--- src/rtl/pipe_stage_reg_if.sv ---
// Bundle of control, payload and status signals crossing one pipeline stage register.
// master drives the upstream side; slave is the stage register itself.
interface pipe_stage_reg_if #(
   parameter int unsigned INSTR_W  = 16,
   parameter int unsigned DATA_W   = 16,
   parameter int unsigned NUM_DATA = 2,
   parameter int unsigned REG_W    = 4,
   parameter int unsigned NUM_REG  = 3,
   parameter int unsigned FLAG_W   = 1,
   parameter int unsigned CNT_W    = 16
);
   logic                        stall_en;
   logic                        flush;
   logic                        cnt_clr;
   logic                        valid_in;
   logic [INSTR_W-1:0]          instr_in;
   logic [NUM_DATA*DATA_W-1:0]  data_in;
   logic [NUM_REG*REG_W-1:0]    reg_in;
   logic [FLAG_W-1:0]           flag_in;

   logic                        valid_out;
   logic [INSTR_W-1:0]          instr_out;
   logic [NUM_DATA*DATA_W-1:0]  data_out;
   logic [NUM_REG*REG_W-1:0]    reg_out;
   logic [FLAG_W-1:0]           flag_out;
   logic [CNT_W-1:0]            stall_cnt;
   logic [CNT_W-1:0]            bubble_cnt;

   modport master (
      output stall_en, flush, cnt_clr, valid_in, instr_in, data_in, reg_in, flag_in,
      input  valid_out, instr_out, data_out, reg_out, flag_out, stall_cnt, bubble_cnt
   );

   modport slave (
      input  stall_en, flush, cnt_clr, valid_in, instr_in, data_in, reg_in, flag_in,
      output valid_out, instr_out, data_out, reg_out, flag_out, stall_cnt, bubble_cnt
   );
endinterface

--- src/rtl/pipe_stage_reg.sv ---
// Configurable pipeline stage register: valid bit, flush-to-bubble, stall hold,
// and saturating stall/bubble performance counters.
module pipe_stage_reg #(
   parameter int unsigned        INSTR_W   = 16,
   parameter int unsigned        DATA_W    = 16,
   parameter int unsigned        NUM_DATA  = 2,
   parameter int unsigned        REG_W     = 4,
   parameter int unsigned        NUM_REG   = 3,
   parameter int unsigned        FLAG_W    = 1,
   parameter logic [INSTR_W-1:0] NOP_INSTR = '0,
   parameter int unsigned        CNT_W     = 16
) (
   input logic               clk,
   input logic               rst_n,
   pipe_stage_reg_if.slave   bus
);

   logic                        valid_q;
   logic [INSTR_W-1:0]          instr_q;
   logic [NUM_DATA*DATA_W-1:0]  data_q;
   logic [NUM_REG*REG_W-1:0]    reg_q;
   logic [FLAG_W-1:0]           flag_q;
   logic [CNT_W-1:0]            stall_cnt_q;
   logic [CNT_W-1:0]            bubble_cnt_q;

   logic                        stall_hit;
   logic                        bubble_hit;

   // Flush outranks stall, so a simultaneous stall is not counted.
   always_comb begin
      stall_hit  = bus.stall_en && !bus.flush && valid_q;
      bubble_hit = bus.flush && valid_q;
   end

   // data_q is left untouched on flush: it is don't-care once valid drops.
   always_ff @(posedge clk or negedge rst_n) begin
      if (!rst_n) begin
         valid_q <= 1'b0;
         instr_q <= NOP_INSTR;
         data_q  <= '0;
         reg_q   <= '0;
         flag_q  <= '0;
      end else if (bus.flush) begin
         valid_q <= 1'b0;
         instr_q <= NOP_INSTR;
         reg_q   <= '0;
         flag_q  <= '0;
      end else if (!bus.stall_en) begin
         valid_q <= bus.valid_in;
         instr_q <= bus.instr_in;
         data_q  <= bus.data_in;
         reg_q   <= bus.reg_in;
         flag_q  <= bus.flag_in;
      end
   end

   always_ff @(posedge clk or negedge rst_n) begin
      if (!rst_n) begin
         stall_cnt_q  <= '0;
         bubble_cnt_q <= '0;
      end else if (bus.cnt_clr) begin
         stall_cnt_q  <= '0;
         bubble_cnt_q <= '0;
      end else begin
         if (stall_hit && (stall_cnt_q != '1)) begin
            stall_cnt_q <= stall_cnt_q + CNT_W'(1);
         end
         if (bubble_hit && (bubble_cnt_q != '1)) begin
            bubble_cnt_q <= bubble_cnt_q + CNT_W'(1);
         end
      end
   end

   assign bus.valid_out  = valid_q;
   assign bus.instr_out  = instr_q;
   assign bus.data_out   = data_q;
   assign bus.reg_out    = reg_q;
   assign bus.flag_out   = flag_q;
   assign bus.stall_cnt  = stall_cnt_q;
   assign bus.bubble_cnt = bubble_cnt_q;

endmodule

--- src/flat_wrapper.sv ---
// flat-port wrapper written by rule: the top's interface ports become plain ports
module pipe_stage_reg_flat 
#(
   parameter int unsigned        INSTR_W   = 16,
   parameter int unsigned        DATA_W    = 16,
   parameter int unsigned        NUM_DATA  = 2,
   parameter int unsigned        REG_W     = 4,
   parameter int unsigned        NUM_REG   = 3,
   parameter int unsigned        FLAG_W    = 1,
   parameter logic [INSTR_W-1:0] NOP_INSTR = '0,
   parameter int unsigned        CNT_W     = 16
)
  (clk, rst_n, bus_stall_en, bus_flush, bus_cnt_clr, bus_valid_in, bus_instr_in, bus_data_in, bus_reg_in, bus_flag_in, bus_valid_out, bus_instr_out, bus_data_out, bus_reg_out, bus_flag_out, bus_stall_cnt, bus_bubble_cnt);
  pipe_stage_reg_if #(.INSTR_W(INSTR_W), .DATA_W(DATA_W), .NUM_DATA(NUM_DATA), .REG_W(REG_W), .NUM_REG(NUM_REG), .FLAG_W(FLAG_W), .CNT_W(CNT_W)) bus_i ();
  input logic clk;
  input logic rst_n;
  input wire logic [$bits(bus_i.stall_en)-1:0] bus_stall_en;
  input wire logic [$bits(bus_i.flush)-1:0] bus_flush;
  input wire logic [$bits(bus_i.cnt_clr)-1:0] bus_cnt_clr;
  input wire logic [$bits(bus_i.valid_in)-1:0] bus_valid_in;
  input wire logic [$bits(bus_i.instr_in)-1:0] bus_instr_in;
  input wire logic [$bits(bus_i.data_in)-1:0] bus_data_in;
  input wire logic [$bits(bus_i.reg_in)-1:0] bus_reg_in;
  input wire logic [$bits(bus_i.flag_in)-1:0] bus_flag_in;
  output wire logic [$bits(bus_i.valid_out)-1:0] bus_valid_out;
  output wire logic [$bits(bus_i.instr_out)-1:0] bus_instr_out;
  output wire logic [$bits(bus_i.data_out)-1:0] bus_data_out;
  output wire logic [$bits(bus_i.reg_out)-1:0] bus_reg_out;
  output wire logic [$bits(bus_i.flag_out)-1:0] bus_flag_out;
  output wire logic [$bits(bus_i.stall_cnt)-1:0] bus_stall_cnt;
  output wire logic [$bits(bus_i.bubble_cnt)-1:0] bus_bubble_cnt;
  assign bus_i.stall_en = bus_stall_en;
  assign bus_i.flush = bus_flush;
  assign bus_i.cnt_clr = bus_cnt_clr;
  assign bus_i.valid_in = bus_valid_in;
  assign bus_i.instr_in = bus_instr_in;
  assign bus_i.data_in = bus_data_in;
  assign bus_i.reg_in = bus_reg_in;
  assign bus_i.flag_in = bus_flag_in;
  assign bus_valid_out = bus_i.valid_out;
  assign bus_instr_out = bus_i.instr_out;
  assign bus_data_out = bus_i.data_out;
  assign bus_reg_out = bus_i.reg_out;
  assign bus_flag_out = bus_i.flag_out;
  assign bus_stall_cnt = bus_i.stall_cnt;
  assign bus_bubble_cnt = bus_i.bubble_cnt;
  pipe_stage_reg #(.INSTR_W(INSTR_W), .DATA_W(DATA_W), .NUM_DATA(NUM_DATA), .REG_W(REG_W), .NUM_REG(NUM_REG), .FLAG_W(FLAG_W), .NOP_INSTR(NOP_INSTR), .CNT_W(CNT_W)) u_core (.clk(clk), .rst_n(rst_n), .bus(bus_i));
endmodule
--- config.mk ---
export PLATFORM = sky130hd
export DESIGN_NAME = pipe_stage_reg_flat
export DESIGN_NICKNAME = d
export VERILOG_FILES = /design/src/rtl/pipe_stage_reg_if.sv /design/src/rtl/pipe_stage_reg.sv /design/src/flat_wrapper.sv
export SDC_FILE = /design/constraint.sdc
export NUM_CORES = 1
export LEC_CHECK = 0
export BUFFER_PORTS_ARGS = -buffer_cell sky130_fd_sc_hd__buf_2
export CAP_MARGIN = 20
export CORE_ASPECT_RATIO = 1.4
export CORE_MARGIN = 3
export CORE_UTILIZATION = 35
export CTS_BUF_LIST = sky130_fd_sc_hd__clkbuf_8
export DETAILED_ROUTE_END_ITERATION = 6
export PLACE_DENSITY = 0.67
export REMOVE_ABC_BUFFERS = 1
export SLEW_MARGIN = 5
export SYNTH_ARGS = -nofsm -noshare
export SYNTH_HDL_FRONTEND = slang
export SYNTH_SLANG_ARGS = --single-unit
--- constraint.sdc ---
create_clock -name clk -period 1.65 [get_ports clk]
set_clock_uncertainty 0.05 [all_clocks]
set_input_delay 0.165 -clock clk [delete_from_list [all_inputs] [get_ports clk]]
set_output_delay 0.165 -clock clk [all_outputs]
set_load 0.02 [all_outputs]
==> impl_metrics.py <==
metrics = {
    "detailed_routing": {
        "viasPerCell": 4.94,
        "wl_microns": 12600,
        "dr.pass1.iters": 4,
        "routedWlPerCell_microns": 15.9,
        "drt-initial-drc-count": 118,
        "antenna_left": 0,
        "drc": 0,
        "vias": 3926,
    },
    "synthesis": {
        "yosys_warnings": 0,
        "synth_compound_area_share_pct": 6.56,
        "synth_edf_count": 0,
        "yosys.area_share.simple_pct": 17.2,
        "synthTopCellsByCount": "dfrtp_1 (94), nor2_1 (44), mux2_2 (39), mux2i_1 (33), a21oi_1 (17)",
        "synth_fa_ha_area_share_pct": 0.583,
        "yosysSeqAreaShare_pct": 54.8,
        "synth_top_area_share_pct": 54.8,
        "synth-seq-cells": 94,
        "yosysMostFrequentCell": "dfrtp_1",
        "synth_top_family_by_area": "multiplexers",
        "synthArstFlopShare_pct": 100,
        "synth_ff_type": "dfrtp_1",
        "synthMuxAreaShare_pct": 17.9,
        "syn-cell-area_sq_um": 4290,
        "synth_xor_area_share_pct": 0.408,
        "synth_area_leader_cell": "dfrtp_1",
        "netlist_top_cells_area": "dfrtp_1 (55%), mux2_2 (10%), mux2i_1 (7.7%)",
        "synthCells": 358,
        "ys_types": 45,
        "postSynthAreaPerCell_sq_um": 12.0,
    },
    "worst_setup_path": {
        "cp.required_ns": 1.90,
        "crit_arrival_ns": 1.93,
        "crit_path_end_kind": "register",
        "cp_max_fo": 4,
        "startpoint_type": "register",
        "rr_worst_depth": 6,
        "timing.rr.start": "u_core.bus.stall_cnt[1]",
        "crit_type": "register to register",
        "r2r_setup_slack_ns": -0.03,
        "worstReg2RegEnd": "u_core.bus.stall_cnt[10]",
    },
    "clock_tree": {
        "clock_latency_ns": 0.37,
        "path_clk_slew_ns": 0.10,
        "cts-root-buf": "clkbuf_8",
        "cts.sinks": 94,
        "cts_tree": "built",
        "cts_htree_levels": 3,
        "cts_buffer_depth": 2,
        "cts_buffers": 9,
    },
    "finish": {
        "drive_gt1_share_pct": 52.2,
        "fillers": 988,
        "area_growth_syn_to_layout_pct": 58.2,
        "final_util_pct": 56.9,
        "diodes": 0,
        "fin_nets": 712,
        "layout.cells.non_filler": 795,
        "register_area_sq_um": 2350,
        "multi_input_area_sq_um": 2060,
    },
    "floorplan": {
        "die_h_microns": 137,
        "rows": 47,
        "core_region_area_sq_um": 11900,
        "die_area_sq_um": 13700,
        "die_w_microns": 99.6,
        "initial_core_util_pct": 36.0,
        "ios": 161,
    },
    "placed_design": {
        "portBuffers": 160,
        "place_hpwl_microns": 8320,
        "place_inst": 708,
        "finalWeightedCongestion": 0.828,
    },
    "pwr": {
        "p_leak_nw": 3.40,
        "power.density_nw_per_um2": 734,
        "ir_drop_mv": 0.566,
    },
    "min_path": {
        "hp-class": "primary input to register",
        "worstHoldEndpoint": "u_core.bus.data_out[0]",
        "worstHoldStart": "bus_data_in[0]",
        "min_delay_path_depth": 2,
    },
    "job": {
        "cap_violations": 0,
    },
    "timing": {
        "hold_viol": 0,
        "min_period_ns": 1.68,
        "fmax_ghz": 0.595,
        "drv_slew": 0,
        "post-route-period-util_pct": 102,
        "rsz0062_at_grt": "yes",
        "worstMarginPinSlew_ns": 0.557,
        "fin_ws_ns": -0.0306,
        "setup-violations-final": 7,
        "relSlewSlack_pct": 62.9,
    },
    "global_route": {
        "grt_pass1_vias": 4271,
        "grt_pass1_wl_microns": 20500,
        "grt_max_degree": 95,
        "grt-ovfl-total": 0,
        "grtUsageTotal_pct": 18.8,
        "antenna_found_initial": 1,
    },
    "outcome": {
        "outcome": "finished, violations left",
        "failed_checks": "setup timing",
    },
}
-- flip-flops by register name (all words and copies together), names as in the netlist --
| register | flops |
|---|---|
| u_core.bus.valid_out | 1 |
| u_core.bus.flag_out | 1 |
| u_core.bus.bubble_cnt | 16 |
| u_core.bus.reg_out | 12 |
| u_core.bus.instr_out | 16 |
| u_core.bus.stall_cnt | 16 |
| u_core.bus.data_out | 32 |
-- per-layer routing --
| layer | global-route usage [%] | part of all wire, % |
|---|---|---|
| met4 | 6.83 | 1.9 |
| met5 | 0 | 0.056 |
| met3 | 5.35 | 6.8 |
| met2 | 34.3 | 54 |
| met1 | 20.6 | 38 |
-- cell usage in the layout, fill, tap and decap left out, types with 6 or more instances in the layout --
cell type,synthesis,final
mux2_2,39,39
clkbuf_8,0,9
buf_2,7,160
nor2b_1,7,7
dlygate4sd3_1,0,60
or3_1,10,7
buf_4,2,63
inv_1,8,7
buf_6,0,6
nand2_1,11,10
a21oi_1,17,12
mux2i_1,33,33
dfrtp_1,94,92
nor2_1,44,43
-- worst max-delay path by stage --
stage	start	endpoint	cells past startpoint
after CTS	u_core.bus.bubble_cnt[1]	u_core.bus.bubble_cnt[10]	6
after global placement	u_core.bus.bubble_cnt[0]	u_core.bus.bubble_cnt[9]	6
after global routing	u_core.bus.bubble_cnt[1]	u_core.bus.bubble_cnt[12]	6
after detailed placement	u_core.bus.bubble_cnt[0]	u_core.bus.bubble_cnt[13]	7
final	u_core.bus.stall_cnt[1]	u_core.bus.stall_cnt[10]	6
after floorplan	bus_flush	u_core.bus.data_out[0]	2
-- power by group --
group	leakage [nW]	switching, mW	internal (mW)	total, mW
Combinational	2.08	0.509	0.436	0.945
Sequential	1.22	0.0901	2.46	2.55
Clock	0.0980	0.911	0.583	1.49
Total	3.40	1.51	3.48	4.99
-- per-stage QoR --
stage	hold WS (ns)	worst slack [ns]	setup TNS (ns)	cell area [sq um]	total power, mW
floorplan	-0.181	-0.465	-18.44	4210	2.99
global placement	0.202	-0.157	-0.761	5680	3.38
detailed placement	0.211	-0.196	-1.88	5680	3.41
CTS	0.00185	-0.0400	-0.123	6630	5.02
global route	0.00771	-0.120	-1.55	6800	5.22
finish	0.0130	-0.0306	-0.122	6800	4.99
-- critical path: stages (launching register included) --
cell      delay, ns
dfrtp_1        0.43
ha_4           0.17
and3_4         0.20
o311ai_4       0.11
buf_4          0.17
or3_4          0.36
a21oi_2        0.13
-- area by class of cell --
type	instances	share of cell area, %
clock buffer	9	1.82
clock inverter	7	0.921
tap	147	2.71
sequential	94	34.7
multi-input combinational	239	30.3
inverter	8	0.442
timing repair buffer	291	29.2
-- logic make-up (layout without fill, tap and decap cells) --
| logic type | after synthesis | after routing |
|---|---|---|
| xor+xnor | 2 | 2 |
| fa+ha+maj | 2 | 2 |
| flops | 94 | 94 |
| buf+inv | 25 | 315 |
| mux | 72 | 72 |
| simple gates | 121 | 121 |
| compound gates | 42 | 42 |
-- timing repair --
item	4_1_cts	5_1_grt
endpoints found under the hold margin	153	0
setup endpoints to repair	26	30
resized for setup	26	35
hold buffers	60	0
buffers inserted	4	6
pin swaps	8	23
gates cloned	1	0
Power figures use the tool's default switching activity.
